===== src/rtl/sdram_pkg.sv =====
// Shared field layout and helpers for the SDRAM host port and controller.
// The request word is {write, bank, row, column, wdata}.
package sdram_pkg;

  localparam int REQ_W      = 41;
  localparam int REQ_WR_BIT = 40;
  localparam int BANK_MSB   = 39;
  localparam int BANK_LSB   = 38;
  localparam int ROW_MSB    = 37;
  localparam int ROW_LSB    = 25;
  localparam int COL_MSB    = 24;
  localparam int COL_LSB    = 16;
  localparam int DATA_W     = 16;

  typedef enum logic {
    POP_IDLE,
    POP_HOLD
  } pop_state_e;

  function automatic logic [REQ_W-1:0] pack_req(
    input logic              wr,
    input logic [23:0]       addr,
    input logic [DATA_W-1:0] wdata
  );
    return {wr, addr[23:22], addr[21:9], addr[8:0],
            wr ? wdata : {DATA_W{1'b0}}};
  endfunction

endpackage


===== src/rtl/sdram_port_tag_queue.sv =====
// Expected-response-type FIFO: one bit per in-flight request.
// Its count doubles as the outstanding-transaction counter.
module sdram_tag_queue #(
  parameter int DEPTH = 4,
  parameter int CNT_W = 4
) (
  input  logic             clk,
  input  logic             rst,
  input  logic             push,
  input  logic             push_tag,
  input  logic             pop,
  output logic             head,
  output logic [CNT_W-1:0] count
);

  localparam int PW = (DEPTH > 1) ? $clog2(DEPTH) : 1;
  localparam logic [PW-1:0] LAST = PW'(DEPTH - 1);

  logic [DEPTH-1:0] mem_q, mem_d;
  logic [PW-1:0]    wr_q, wr_d;
  logic [PW-1:0]    rd_q, rd_d;
  logic [CNT_W-1:0] count_q, count_d;

  function automatic logic [PW-1:0] nxt(input logic [PW-1:0] p);
    return (p == LAST) ? '0 : p + 1'b1;
  endfunction

  always_comb begin
    mem_d   = mem_q;
    wr_d    = wr_q;
    rd_d    = rd_q;
    count_d = count_q;
    if (push) begin
      mem_d[wr_q] = push_tag;
      wr_d        = nxt(wr_q);
    end
    if (pop) begin
      rd_d = nxt(rd_q);
    end
    unique case ({push, pop})
      2'b10:   count_d = count_q + 1'b1;
      2'b01:   count_d = count_q - 1'b1;
      default: count_d = count_q;
    endcase
  end

  always_ff @(posedge clk) begin
    if (rst) begin
      mem_q   <= '0;
      wr_q    <= '0;
      rd_q    <= '0;
      count_q <= '0;
    end else begin
      mem_q   <= mem_d;
      wr_q    <= wr_d;
      rd_q    <= rd_d;
      count_q <= count_d;
    end
  end

  assign head  = mem_q[rd_q];
  assign count = count_q;

endmodule


===== src/rtl/sdram_port.sv =====
// Host-side front end: packs requests into the controller FIFO and
// decodes responses into read-data and write-ack pulses.
module sdram_port
  import sdram_pkg::*;
#(
  parameter int MAX_OUTSTANDING = 4,
  parameter int CNT_W           = 4
) (
  input  logic              clk_48,
  input  logic              rst,
  input  logic              req_valid,
  output logic              req_ready,
  input  logic              req_write,
  input  logic [23:0]       req_addr,
  input  logic [DATA_W-1:0] req_wdata,
  output logic              rsp_valid,
  output logic [DATA_W-1:0] rsp_rdata,
  output logic              wr_ack,
  output logic              err_mismatch,
  output logic              err_unexpected,
  output logic [CNT_W-1:0]  outstanding,
  output logic [REQ_W-1:0]  fifo_to_dram_data,
  output logic              fifo_to_dram_write_flag,
  input  logic              fifo_to_dram_full_flag,
  input  logic [REQ_W-1:0]  fifo_from_dram_data,
  output logic              fifo_from_dram_read_flag,
  input  logic              fifo_from_dram_empty_flag
);

  localparam logic [CNT_W-1:0] MAX_CNT = CNT_W'(MAX_OUTSTANDING);

  pop_state_e        state_q, state_d;
  logic              push_q, push_d;
  logic [REQ_W-1:0]  data_q, data_d;
  logic              pop_q, pop_d;
  logic              rsp_valid_q, rsp_valid_d;
  logic [DATA_W-1:0] rdata_q, rdata_d;
  logic              wr_ack_q, wr_ack_d;
  logic              err_mm_q, err_mm_d;
  logic              err_ue_q, err_ue_d;

  logic              accept;
  logic              q_pop;
  logic              q_head;
  logic [CNT_W-1:0]  q_count;
  logic              rsp_wr;

  assign req_ready = !rst && !fifo_to_dram_full_flag &&
                     (q_count < MAX_CNT) && !push_q;
  assign accept    = req_valid && req_ready;
  assign rsp_wr    = fifo_from_dram_data[REQ_WR_BIT];

  sdram_tag_queue #(
    .DEPTH (MAX_OUTSTANDING),
    .CNT_W (CNT_W)
  ) u_tag_queue (
    .clk      (clk_48),
    .rst      (rst),
    .push     (accept),
    .push_tag (req_write),
    .pop      (q_pop),
    .head     (q_head),
    .count    (q_count)
  );

  always_comb begin
    state_d     = state_q;
    push_d      = accept;
    data_d      = data_q;
    pop_d       = 1'b0;
    rsp_valid_d = 1'b0;
    rdata_d     = rdata_q;
    wr_ack_d    = 1'b0;
    err_mm_d    = err_mm_q;
    err_ue_d    = err_ue_q;
    q_pop       = 1'b0;
    if (accept) begin
      data_d = pack_req(req_write, req_addr, req_wdata);
    end
    unique case (state_q)
      POP_IDLE: begin
        if (!fifo_from_dram_empty_flag) begin
          pop_d   = 1'b1;
          state_d = POP_HOLD;
          if (q_count != '0) begin
            q_pop = 1'b1;
            if (rsp_wr != q_head) err_mm_d = 1'b1;
            if (rsp_wr) begin
              wr_ack_d = 1'b1;
            end else begin
              rsp_valid_d = 1'b1;
              rdata_d     = fifo_from_dram_data[DATA_W-1:0];
            end
          end else begin
            err_ue_d = 1'b1;
          end
        end
      end
      // gives the response FIFO a cycle to update empty after the pop
      POP_HOLD: state_d = POP_IDLE;
      default:  state_d = POP_IDLE;
    endcase
  end

  always_ff @(posedge clk_48) begin
    if (rst) begin
      state_q     <= POP_IDLE;
      push_q      <= 1'b0;
      data_q      <= '0;
      pop_q       <= 1'b0;
      rsp_valid_q <= 1'b0;
      rdata_q     <= '0;
      wr_ack_q    <= 1'b0;
      err_mm_q    <= 1'b0;
      err_ue_q    <= 1'b0;
    end else begin
      state_q     <= state_d;
      push_q      <= push_d;
      data_q      <= data_d;
      pop_q       <= pop_d;
      rsp_valid_q <= rsp_valid_d;
      rdata_q     <= rdata_d;
      wr_ack_q    <= wr_ack_d;
      err_mm_q    <= err_mm_d;
      err_ue_q    <= err_ue_d;
    end
  end

  assign fifo_to_dram_data        = data_q;
  assign fifo_to_dram_write_flag  = push_q;
  assign fifo_from_dram_read_flag = pop_q;
  assign rsp_valid                = rsp_valid_q;
  assign rsp_rdata                = rdata_q;
  assign wr_ack                   = wr_ack_q;
  assign err_mismatch             = err_mm_q;
  assign err_unexpected           = err_ue_q;
  assign outstanding              = q_count;

endmodule


===== config.mk =====
export PLATFORM = sky130hd
export DESIGN_NAME = sdram_port
export DESIGN_NICKNAME = d
export VERILOG_FILES = /design/src/rtl/sdram_pkg.sv /design/src/rtl/sdram_port_tag_queue.sv /design/src/rtl/sdram_port.sv
export SDC_FILE = /design/constraint.sdc
export NUM_CORES = 1
export LEC_CHECK = 0
export BUFFER_PORTS_ARGS = -buffer_cell sky130_fd_sc_hd__buf_2
export CAP_MARGIN = 5
export CORE_ASPECT_RATIO = 1.2
export CORE_MARGIN = 5
export CORE_UTILIZATION = 40
export CTS_CLUSTER_DIAMETER = 50
export DETAILED_ROUTE_END_ITERATION = 12
export PLACE_DENSITY = 0.75
export SLEW_MARGIN = 10
export SYNTH_ARGS = -nofsm -noshare
export SYNTH_HDL_FRONTEND = slang
export SYNTH_SLANG_ARGS = --single-unit

===== constraint.sdc =====
create_clock -name clk_48 -period 2.9 [get_ports clk_48]
set_input_delay 0.58 -clock clk_48 [delete_from_list [all_inputs] [get_ports clk_48]]
set_output_delay 0.58 -clock clk_48 [all_outputs]
set_load 0.02 [all_outputs]

# ---- Word level (Yosys, flattened, before mapping)
# Index checks and enable logic that the tools add are counted.
dict set report totals {
  in_bits 87
  out_inout_bits 68
  elab_cells 61
  regBits 76
}
dict set report op_classes {
  bitwise_logic 4
  addsub 4
  eq_ne 5
  n_reduce_logical 15
  muxes 16
  order_cmp 4
}
# operator count
set op_table {}
lappend op_table {{$mux 16} 1}
lappend op_table {{$mux 1} 8}
lappend op_table {{$pmux 4 s2} 1}
lappend op_table {{$reduce_and 4->1} 2}
lappend op_table {{$eq 2x2->1 const B} 3}
lappend op_table {{$lt 2x3->1 const B} 2}
lappend op_table {{$logic_and 1x1->1} 5}
lappend op_table {{$add 2x1->2 const B} 2}
lappend op_table {{$add 4x1->4 const B} 1}
lappend op_table {{$bwmux 4} 1}
lappend op_table {{$lt 4x3->1 const B} 1}
lappend op_table {{$mux 2} 2}
lappend op_table {{$not 1->1} 4}
lappend op_table {{$reduce_bool 4->1} 1}
lappend op_table {{$reduce_or 4->1} 1}
lappend op_table {{$sub 4x1->4 const B} 1}
lappend op_table {{$logic_not 1->1} 3}
lappend op_table {{$reduce_and 3->1} 1}
lappend op_table {{$bmux 1 s2} 1}
lappend op_table {{$demux 1 s2} 1}
lappend op_table {{$eq 2x1->1 const B} 1}
lappend op_table {{$ge 2x1->1 const B} 1}
lappend op_table {{$pmux 1 s2} 1}
lappend op_table {{$reduce_bool 2->1} 1}
lappend op_table {{2 further kinds} 2}

# ---- Logic depth before layout (Yosys ltp)
dict set report depth {
  depth_word 7
  ltp_mapped 12
  depth_no_buf 10
}

# ---- Modules after synthesis
# Synthesis repeated with hierarchy kept, for this count alone.
dict set report hier_totals {
  cells_unflattened 356
  area_unflattened_um2 3373.2
}
# module seq_area_each_um2 n_inst cells_each area_each_um2
set by_module_without_submodules {}
lappend by_module_without_submodules {sdram_port 1261.2 1 283 2728.9}
lappend by_module_without_submodules {sdram_tag_queue 240.2 1 73 644.4}

# ---- Worst setup path before layout
# No wires, ideal clock.
dict set report synth_path {
  path_type {input port to flip-flop}
  startpoint {input fifo_to_dram_full_flag}
  endpoint {register u_tag_queue.count_q[3], in the netlist u_tag_queue.count[3]}
  required_time_ps 2829
  path_buffers 2
  slack_ps 162
  arrival_time_ps 2667
  setup_ps 71
  path_stages 11
  path_cell_list {nor4_2 -> and3b_1 -> buf_4 -> inv_2 -> buf_2 -> ha_1 -> ha_1 -> a21oi_1 -> a21oi_1 -> or4_1 -> a21oi_1}
}
dict set report synth_via {
  elab_chain_cells 7
  word_cells_on_any_way 9
  cone_classes {eq/ne (2); mux (1); reduce/logical (6)}
}
# item line_no
set synth_lines {}
lappend synth_lines {{from (decl)} sdram_port.sv:24} ;# input logic fifo_to_dram_full_flag,
lappend synth_lines {{$logic_not 1->1 (*)} sdram_port.sv:48} ;# assign req_ready = !rst && !fifo_to_dram_full_flag &&
lappend synth_lines {{$logic_and 1x1->1 (*) (2 in a row)} sdram_port.sv:48}
lappend synth_lines {{$logic_and 1x1->1 (*)} sdram_port.sv:49} ;# (q_count < MAX_CNT) && !push_q;
lappend synth_lines {{$logic_and 1x1->1 (*)} sdram_port.sv:50} ;# assign accept = req_valid && req_ready;
lappend synth_lines {{$eq 2x1->1 / $eq 2x2->1 (equally long branches)} sdram_port_tag_queue.sv:40} ;# unique case ({push, pop})
lappend synth_lines {{$pmux 4 s2 / $reduce_bool 2->1 (equally long branches)} -}
lappend synth_lines {{to (signal assigned)} sdram_port_tag_queue.sv:57} ;# count_q <= count_d;
lappend synth_lines {{to (decl)} sdram_port_tag_queue.sv:22} ;# logic [CNT_W-1:0] count_q, count_d;
# Every way passes the cells marked *; elsewhere a longest branch is shown, timed or not.
# A chain may end at the register's enable or synchronous reset.

# ---- Worst setup path in the final report
dict set report layout_path {
  startpoint {register u_tag_queue.count_q[0], in the netlist u_tag_queue.count[0]}
  endpoint {register u_tag_queue.count_q[3], in the netlist u_tag_queue.count[3]}
}
dict set report layout_via {
  elab_chain_cells 6
  word_cells_on_any_way 14
  cone_classes {add/sub (2); order compare (1); eq/ne (2); mux (4); reduce/logical (5)}
}
# item line_no
set layout_lines {}
lappend layout_lines {{$reduce_bool 4->1 (*)} sdram_port.sv:85} ;# if (q_count != '0) begin
lappend layout_lines {{$mux 1 (*)} sdram_port.sv:85}
lappend layout_lines {{$mux 1 (*)} sdram_port.sv:82} ;# if (!fifo_from_dram_empty_flag) begin
lappend layout_lines {{$mux 1 (*)} sdram_port.sv:80} ;# unique case (state_q)
lappend layout_lines {{net q_pop} sdram_port.sv:43} ;# logic q_pop;
lappend layout_lines {{$eq 2x1->1 / $eq 2x2->1 (equally long branches)} sdram_port_tag_queue.sv:40}
lappend layout_lines {{$pmux 4 s2 / $reduce_bool 2->1 (equally long branches)} -}
# The timed path passes the listed nets; every way through them passes the cells marked *.

==> flow_metrics.env <==
export IMPL_synth_top_area_frac=0.505
export IMPL_synthDistinctLibCells=33
export IMPL_final_util=0.526
export IMPL_synth_edf_count=0
export IMPL_stdcell_count=562
export IMPL_portBuffers=130
export IMPL_p_leak_nw=1.69
export IMPL_initial_core_util=0.411
export IMPL_critPathMaxFanout=5
export IMPL_maxCapViolCount=0
export IMPL_finalWirelength_mm=7.04
export IMPL_place_inst=546
export IMPL_worstPathArrival_ps=2860
export IMPL_path_clk_slew_ps=80
export IMPL_crit_end="u_tag_queue.count[3]$_SDFFE_PP0P_"
export IMPL_synth_cell_area_um2=2970
export IMPL_finalInstanceArea_um2=3810
export IMPL_rows=34
export IMPL_status="complete, no violations"
export IMPL_p_per_area_nw_per_um2=596
export IMPL_drtAntennaViolNets=0
export IMPL_place_ws_ps=91.5
export IMPL_cts_buffer_depth=2
export IMPL_syn_nets=443
export IMPL_timing_reg2reg_setup_slack_ps=300
export IMPL_total_power_mw=2.27
export IMPL_synth_top_family_by_area="simple AND/OR/NAND/NOR gates"
export IMPL_worst_hold_path_type="flop to flop"
export IMPL_io_pins=155
export IMPL_n_antenna_cell=0
export IMPL_synth_compound_area_frac=0.160
export IMPL_cts_repair_resized=0
export IMPL_overflow=0
export IMPL_setup_slack_ps=303
export IMPL_clk_latency_ps=340
export IMPL_grt_first_pass_wirelength_mm=11.4
export IMPL_yosysMostFrequentCell="nand2_1"
export IMPL_yosys_area_share_simple=0.203
export IMPL_holdBufCountCts=0
export IMPL_drive_gt1_frac=0.354
export IMPL_hpwlAfterDp_mm=4.88
export IMPL_yosysWarnings=0
export IMPL_die_y_um=104
export IMPL_max_slew_margin_rel=0.453
export IMPL_numCtsBuffers=9
export IMPL_grt_pass1_vias=2542
export IMPL_p_int_mw=1.62
export IMPL_worstReg2RegEnd="u_tag_queue.count[3]$_SDFFE_PP0P_"
export IMPL_power_frac_seq=0.491
export IMPL_fin_setup_tns_ps=0
export IMPL_max_clock_freq_ghz=0.385
export IMPL_synth_area_leaders="dfxtp_1, nand2_1, a21oi_1, ha_1, nand3_1"
export IMPL_worstSetupPathType="flop to flop"
export IMPL_cp_startpoint="u_tag_queue.count[0]$_SDFFE_PP0P_"
export IMPL_setup_viol=0
export IMPL_swShare=0.286
export IMPL_worstReg2RegStart="u_tag_queue.count[0]$_SDFFE_PP0P_"
export IMPL_synth_seq_area_share=0.505
export IMPL_tightest_slew_ps=820
export IMPL_root_buffer="clkbuf_8"
export IMPL_ys_ff_latch=75
export IMPL_cts_sinks=75
export IMPL_ys_top_cells_by_count="nand2_1, dfxtp_1, a21oi_1"
export IMPL_wl_per_cell_um=12.5
export IMPL_place_area_um2=3610
export IMPL_finalClockSkew_ps=10.3
export IMPL_htree_levels=3
export IMPL_synthToLayoutAreaGrowth_pct=28.1
export IMPL_postCtsSetupBuffers=0
export IMPL_hold_slack_ps=448
export IMPL_power_share_clock=0.348
export IMPL_via_per_inst=4.83
export IMPL_core_area_um2=7230
export IMPL_dieArea_um2=9260
export IMPL_drt_iter0_drc=95
export IMPL_gp_congestion=0.740
export IMPL_avgSynthCellArea_um2=8.56
export IMPL_peakVddDrop_v=0.000232
export IMPL_fin_crit_sh=0.895
export IMPL_cp_required_ps=3160
export IMPL_r2r_cells=9
export IMPL_synthXorXnorAreaFrac=0.00884
export IMPL_dr_total_vias=2716
export IMPL_synthCells=347
export IMPL_cts_tree="built"
export IMPL_startpoint_type="flop"
export IMPL_nets=563
export IMPL_period_minus_slack_ps=2600
export IMPL_async_flop_share=0
export IMPL_synthMuxAreaShare=0.0177
export IMPL_drcViolationCount=0
export IMPL_antenna_found_initial=0
export IMPL_drt_pass1_iterations=4
export IMPL_power_switching_uw=650
export IMPL_grt_max_degree=75
export IMPL_yosys_area_top_type="dfxtp_1"
export IMPL_synthFlopType="dfxtp_1"
export IMPL_synth_adder_area_share=0.0404
export IMPL_end_kind="flop"
export IMPL_track_usage=0.151
export IMPL_combPwrFrac=0.161
export IMPL_maxSlewViolCount=0
export IMPL_finalHoldViolCount=0
export IMPL_rsz0062_at_grt="no"
export IMPL_dieWidth_um=88.7
per-layer routing:
| metal | vias up | track usage | share of wire |
|---|---|---|---|
| li1 | 1386 | - | - |
| met1 | 1239 | 0.166 | 0.41 |
| met2 | 83 | 0.261 | 0.50 |
| met3 | 8 | 0.0531 | 0.087 |
| met4 | 0 | 0.0572 | 0.011 |
| met5 | - | 0 | 0 |
flip-flops by register name, summed over array words and instances (netlist names):
| register | count |
|---|---|
| err_mismatch | 1 |
| err_unexpected | 1 |
| fifo_to_dram_data | 41 |
| fifo_to_dram_write_flag | 1 |
| rsp_rdata | 16 |
| rsp_valid | 1 |
| state_q | 1 |
| u_tag_queue.count | 4 |
| u_tag_queue.mem_q | 4 |
| u_tag_queue.rd_q | 2 |
| u_tag_queue.wr_q | 2 |
| wr_ack | 1 |
worst min path at each step:
stage | startpoint | end | cells past startpoint
floorplan | u_tag_queue.mem_q[2]$_SDFFE_PP0P_ | u_tag_queue.mem_q[2]$_SDFFE_PP0P_ | 2
global placement | fifo_to_dram_data[15]$_SDFFE_PP0P_ | fifo_to_dram_data[15]$_SDFFE_PP0P_ | 2
detailed placement | fifo_to_dram_data[4]$_SDFFE_PP0P_ | fifo_to_dram_data[4]$_SDFFE_PP0P_ | 2
CTS | fifo_from_dram_data[0] | rsp_rdata[0]$_SDFFE_PP0P_ | 3
global route | fifo_from_dram_data[4] | rsp_rdata[4]$_SDFFE_PP0P_ | 3
finish | fifo_to_dram_data[4]$_SDFFE_PP0P_ | fifo_to_dram_data[4]$_SDFFE_PP0P_ | 2
worst max-delay path, cell delays in order (launching register included):
cell     delay [ps]
dfxtp_1         380
nor4_4          430
or2_1           180
inv_1            70
ha_1            220
ha_1            330
a21oi_1         170
a21oi_1         100
or4_1           490
a21oi_1         160
cell type report:
type                    instances  area (µm²)
clock buffers                   9         124
clock inverters                 7        76.3
fillers                       724        3430
inverters                       9        33.8
multi-input cells             238        1280
flip-flops and latches         75        1500
well taps                      90         113
repair buffers                134         681
power groups by stage:
stage               clock network [mW]  logic (mW)  registers (mW)
floorplan                            0       0.198            1.19
global placement                     0       0.359            1.14
detailed placement                   0       0.369            1.14
CTS                              0.826       0.370            1.12
global route                     0.857       0.405            1.12
finish                           0.790       0.365            1.11
cell usage in the layout, fill, tap and decap left out, types with 2 or more instances in the layout:
cell,count
mux2i_1,3
nand2_1,93
clkinv_4,2
nand3_1,19
o21ai_0,18
nand2b_1,4
ha_1,8
clkinvlp_4,2
nor2_1,8
dfxtp_1,75
buf_4,4
xor2_1,3
clkbuf_8,9
inv_1,8
a21oi_1,58
buf_2,130
a21oi_2,10
kinds of logic (layout without fill, tap and decap cells):
group	after synthesis	count (layout)
and+or+nand+nor	135	135
AOI/OAI and AO/OA	87	87
DFF	75	75
buffers and inverters	34	159
adders and majority gates	9	9
muxes	4	4
xor gates and xnor gates	3	3
Note: power is estimated with default switching activity, not from simulation.
